File: config.mk
export PLATFORM = sky130hd
export DESIGN_NAME = uart_boot_loader
export DESIGN_NICKNAME = d
export VERILOG_FILES = /design/src/rtl/uart_boot_loader.sv
export SDC_FILE = /design/constraint.sdc
export NUM_CORES = 1
export LEC_CHECK = 0
export BUFFER_PORTS_ARGS = -buffer_cell sky130_fd_sc_hd__buf_2
export CORE_AREA = 5 5 118 120
export CTS_BUF_LIST = sky130_fd_sc_hd__clkbuf_4
export CTS_CLUSTER_DIAMETER = 80
export DETAILED_ROUTE_END_ITERATION = 12
export DIE_AREA = 0 0 123 125
export MAX_ROUTING_LAYER = met4
export PLACE_DENSITY = 0.68
export SYNTH_ARGS = -nofsm -noshare
export SYNTH_HDL_FRONTEND = slang
export SYNTH_SLANG_ARGS = --single-unit
File: constraint.sdc
create_clock -name clk -period 10.6 [get_ports clk]
set_input_delay 3.18 -clock clk [delete_from_list [all_inputs] [get_ports clk]]
set_output_delay 3.18 -clock clk [all_outputs]
set_load 0.01 [all_outputs]
File: src/rtl/uart_boot_loader.sv
// uart_boot_loader
//   Loads the instruction memory from a UART byte stream before the core runs.
//   Frame: HEADER, LEN_LO, LEN_HI, LEN x 4 data bytes (LSB first), [CSUM].
//   The core is held in reset (cpu_hold=1) until a complete, valid image lands.
//
//   Optional feature macro: BOOT_CHECKSUM_EN
//     defined   -> trailing 8-bit additive checksum byte is checked
//     undefined -> no checksum byte; the last data word goes straight to DONE
//
// Ports
//   clk        in   system clock, rising edge
//   rst        in   asynchronous active-high reset
//   rx_valid   in   one-cycle strobe, rx_data holds a received byte
//   rx_data    in   [7:0] received byte
//   imem_we    out  instruction-memory write enable, one-cycle pulse
//   imem_addr  out  [31:0] word-aligned write byte address (holds after the pulse)
//   imem_wdata out  [31:0] write data (holds after the pulse)
//   cpu_hold   out  core held in reset while high
//   done       out  image loaded; sticky until rst
//   err        out  frame rejected; sticky until the next HEADER
module uart_boot_loader #(
  parameter int          MAX_WORDS = 512,
  parameter logic [31:0] BASE_ADDR = 32'h0000_0000,
  parameter logic [7:0]  HEADER    = 8'hA5
) (
  input  logic        clk,
  input  logic        rst,
  input  logic        rx_valid,
  input  logic [7:0]  rx_data,
  output logic        imem_we,
  output logic [31:0] imem_addr,
  output logic [31:0] imem_wdata,
  output logic        cpu_hold,
  output logic        done,
  output logic        err
);

  localparam logic [2:0] S_IDLE   = 3'd0;
  localparam logic [2:0] S_LEN_LO = 3'd1;
  localparam logic [2:0] S_LEN_HI = 3'd2;
  localparam logic [2:0] S_DATA   = 3'd3;
  localparam logic [2:0] S_DONE   = 3'd5;
  localparam logic [2:0] S_ERR    = 3'd6;
`ifdef BOOT_CHECKSUM_EN
  localparam logic [2:0] S_CSUM   = 3'd4;
  // State entered once the payload is complete (or LEN==0).
  localparam logic [2:0] S_END    = S_CSUM;
`else
  localparam logic [2:0] S_END    = S_DONE;
`endif

  logic [2:0]  state;
  logic [15:0] len;
  logic [9:0]  word_idx;
  logic [1:0]  byte_idx;
  logic [31:0] word_sr;
  logic [31:0] word_nxt;
  logic [15:0] len_full;
  logic        last_word;
`ifdef BOOT_CHECKSUM_EN
  logic [7:0]  sum;
`endif

  // Word with the incoming byte dropped into its lane; on the 4th byte this
  // is the complete word, so the write never waits on the register update.
  always_comb begin
    word_nxt = word_sr;
    word_nxt[byte_idx*8 +: 8] = rx_data;
  end

  assign len_full  = {rx_data, len[7:0]};
  assign last_word = ({6'd0, word_idx} == (len - 16'd1));

  // Status follows the registered state, so it changes one cycle after the
  // edge that accepts the deciding byte.
  assign done     = (state == S_DONE);
  assign err      = (state == S_ERR);
  assign cpu_hold = (state != S_DONE);

  always_ff @(posedge clk or posedge rst) begin
    if (rst) begin
      state      <= S_IDLE;
      len        <= 16'd0;
      word_idx   <= 10'd0;
      byte_idx   <= 2'd0;
      word_sr    <= 32'd0;
      imem_we    <= 1'b0;
      imem_addr  <= BASE_ADDR;
      imem_wdata <= 32'd0;
`ifdef BOOT_CHECKSUM_EN
      sum        <= 8'd0;
`endif
    end else begin
      imem_we <= 1'b0;
      if (rx_valid) begin
        case (state)
          S_IDLE: if (rx_data == HEADER) state <= S_LEN_LO;
          S_LEN_LO: begin
            len[7:0] <= rx_data;
            state    <= S_LEN_HI;
          end
          S_LEN_HI: begin
            len[15:8] <= rx_data;
            word_idx  <= 10'd0;
            byte_idx  <= 2'd0;
            word_sr   <= 32'd0;
            if (len_full > 16'(MAX_WORDS)) state <= S_ERR;
            else if (len_full == 16'd0)    state <= S_END;
            else                           state <= S_DATA;
          end
          S_DATA: begin
            word_sr  <= word_nxt;
            byte_idx <= byte_idx + 2'd1;
`ifdef BOOT_CHECKSUM_EN
            sum      <= sum + rx_data;
`endif
            if (byte_idx == 2'd3) begin
              imem_we    <= 1'b1;
              imem_addr  <= BASE_ADDR + {20'd0, word_idx, 2'b00};
              imem_wdata <= word_nxt;
              word_idx   <= word_idx + 10'd1;
              if (last_word) state <= S_END;
            end
          end
`ifdef BOOT_CHECKSUM_EN
          S_CSUM: state <= (rx_data == sum) ? S_DONE : S_ERR;
`endif
          S_DONE: ;  // only rst re-arms
          S_ERR: begin
            if (rx_data == HEADER) begin
              state    <= S_LEN_LO;
              word_idx <= 10'd0;
`ifdef BOOT_CHECKSUM_EN
              sum      <= 8'd0;
`endif
            end
          end
          default: state <= S_IDLE;
        endcase
      end
    end
  end

endmodule

==> impl_metrics.py <==
metrics = {
    "power": {
        "pwr_density_cell_nw_per_um2": 210,
        "irDropWorstVdd_mv": 0.0913,
        "leakage_nw": 2.72,
    },
    "floorplanning": {
        "dieArea_um2": 15400,
        "core_um2": 12900,
        "dieHeight_um": 125,
        "rows": 42,
        "initial_core_util": 0.416,
        "fp.dieW_um": 123,
        "pin_count": 79,
    },
    "cts": {
        "clock_sinks": 106,
        "cts_buffers": 9,
        "cts_resized": 0,
        "insertion_delay_ps": 460,
        "holdBufCountCts": 0,
        "cts_tree": "yes",
        "cts.htree.levels": 3,
        "root_buffer": "clkbuf_4",
        "cts_setup_buffers": 0,
        "path_clk_slew_ps": 150,
        "ctsLongestPathBuffers": 2,
    },
    "yosys": {
        "synth.area.top_cells": "dfrtp_1 (50%), a22o_1 (5.2%), mux2_2 (4.8%)",
        "synth_cell_types": 58,
        "synth_area_per_cell_um2": 10.1,
        "synth_edf_count": 0,
        "ys_ff_latch": 106,
        "yosysWarnings": 0,
        "yosys.area.top_type": "dfrtp_1",
        "netlist_area_um2": 5350,
        "synth_ff_type": "dfrtp_1",
        "async_flop_share": 1.00,
        "syn_inst": 532,
        "synth_top_area_share": 0.496,
        "yosysSeqAreaShare": 0.496,
    },
    "worst_setup_path": {
        "critPathSlowestCell": "dfrtp_1",
        "cp-start-kind": "register",
        "cp.arrival_ps": 2120,
        "endpoint_kind": "output pin",
        "crit_family": "flip-flops",
        "path_class": "reg2out",
        "critical_path_required_ps": 7420,
        "cp_max_fo": 18,
        "critPathMaxStageDelay_ps": 770,
        "cp_cell_sequence": "clkinv_1 -> and3_1 -> buf_2",
        "path_buf_inv": 2,
    },
    "sta": {
        "hold_ws_ps": 496,
        "worst_pin_slew_ps": 1120,
        "period_minus_slack_ps": 5300,
        "setup_tns_ps": 0,
        "max_freq_mhz": 189,
        "fin_crit_sh": 0.500,
        "finalSetupViolCount": 0,
        "slew-limit-headroom": 0.247,
        "slew_viol_final": 0,
        "final.setup_skew_ps": 18.8,
        "finalHoldViolations": 0,
        "rsz0062_at_grt": "false",
    },
    "global_route": {
        "grt_max_degree": 80,
        "antenna_found_initial": 0,
        "overflow": 0,
        "grt_pass1_vias": 4032,
        "grt_pass1_wl_mm": 21.1,
        "grt_usage": 0.177,
    },
    "layout": {
        "layout_commonest_cell": "dfrtp_1",
        "final_cell_mix": "dfrtp_1 (106), buf_2 (56), nand2_1 (50)",
        "layout.cells.non_filler": 751,
        "area_delta_synth_final_pct": 8.34,
        "layout-drive-gt1-share": 0.186,
        "n_fill_cell": 1240,
        "antenna_cells": 0,
        "final_nets": 590,
    },
    "place": {
        "placed_cells": 735,
        "routabilityCongestion": 0.852,
        "port_buffers": 56,
        "dpl.hpwl_mm": 8.89,
    },
    "drt": {
        "routed_wl_mm": 12.8,
        "first_pass_iters": 5,
        "drtAntennaViolNets": 0,
        "via_per_inst": 5.44,
        "drc": 0,
        "drt_iter0_markers": 269,
        "dr_total_vias": 4087,
        "avgRoutedWirePerCell_um": 17.1,
    },
    "outcome": {
        "outcome": "finished, final reports clean",
    },
    "min_path": {
        "hold_class": "reg2reg",
    },
    "flow_run": {
        "maxCapViolations": 0,
    },
}
==> registers in the layout (all words and copies together) (netlist names) <==
name / cells
state: 3
word_idx: 10
word_sr: 32
byte_idx: 2
len: 16
imem_wdata: 32
imem_we: 1
imem_addr: 10
==> synthesized netlist by cell type, types with 2 or more instances <==
| master | instances |
|---|---|
| a21oi_1 | 38 |
| nand2_1 | 50 |
| buf_4 | 22 |
| nand3b_1 | 2 |
| buf_1 | 3 |
| nand4_1 | 4 |
| clkbuf_1 | 28 |
| a31oi_1 | 2 |
| nor3_1 | 12 |
| nor2_1 | 17 |
| nor2b_1 | 34 |
| nand3_1 | 14 |
| xnor2_1 | 13 |
| dfrtp_1 | 106 |
| a22o_1 | 32 |
| o21a_1 | 2 |
| inv_1 | 10 |
| mux2_2 | 23 |
| ha_1 | 9 |
| a21o_1 | 2 |
| o21ai_1 | 4 |
| nand2b_1 | 5 |
| o21ai_0 | 45 |
| or4_1 | 4 |
| xor2_1 | 6 |
| o2111ai_1 | 2 |
| a31o_2 | 2 |
| nor4_1 | 5 |
| and3_1 | 7 |
==> kinds of logic (layout without fill, tap and decap cells) <==
logic type      after synthesis  in the layout  synth area share
simple gates                164            164             0.166
compound gates              143            143             0.172
flops                       106            106             0.496
buf+inv                      65             87            0.0612
mux                          25             25            0.0524
xor+xnor                     19             19            0.0311
fa+ha+maj                     9              9            0.0210
other cells                   1             22          0.000701
==> worst reg2reg max path, stage by stage, from the launching register on <==
cell and delay, ps:
dfrtp_1 490, inv_1 130, ha_1 310, nor3b_1 570, a21oi_1 160, a2111oi_0 390, nand3_1 130, a2111oi_1 570
a21oi_1 150
==> per-stage QoR <==
| stage | worst slack (ps) | total power, W | utilization | area [um^2] |
|---|---|---|---|---|
| floorplan | 4630 | 0.000901 | - | 5430 |
| global placement | 5250 | 0.00101 | 0.441 | 5680 |
| detailed placement | 5190 | 0.00103 | 0.441 | 5680 |
| CTS | 5290 | 0.00122 | 0.450 | 5800 |
| global route | 5140 | 0.00130 | 0.450 | 5800 |
| finish | 5300 | 0.00122 | 0.450 | 5800 |
==> path summary, 6_finish.rpt <==
| path | cells after the start | startpoint | end | slack, ps |
|---|---|---|---|---|
| max | 3 | state[0] | err | 5300 |
| min | 2 | imem_wdata[24] | imem_wdata[24] | 500 |
| max reg2reg | 8 | len[0] | state[1] | 7600 |
| min reg2reg | 2 | imem_wdata[24] | imem_wdata[24] | 500 |
| max in group asynchronous | 3 | rst | imem_wdata[11] | 6640 |
| min in group asynchronous | 2 | rst | imem_wdata[23] | 2670 |
==> layout make-up <==
cell class                      instances  area, um^2  area share
Clock buffer                           10        75.1      0.0129
Clock inverter                          6        41.3     0.00712
Inverter                               11        43.8     0.00755
Multi-Input combinational cell        382        2460       0.424
Sequential cell                       106        2650       0.457
Tap cell                              176         220      0.0380
Timing Repair Buffer                   60         310      0.0535
==> report_power, final <==
part | switching, W | internal, W | leakage, nW
combinational | 0.000260 | 0.000181 | 1.22
clock | 0.000134 | 0.0000520 | 0.0661
sequential | 0.000108 | 0.000482 | 1.43
==> routing by layer <==
layer,global-route usage,up-vias,part of all wire
li1,-,1912,-
met1,0.239,2035,0.44
met2,0.268,123,0.49
met3,0.0361,17,0.050
met4,0.0573,0,0.019
met5,-,-,0
Note: power is estimated with default switching activity, not from simulation.
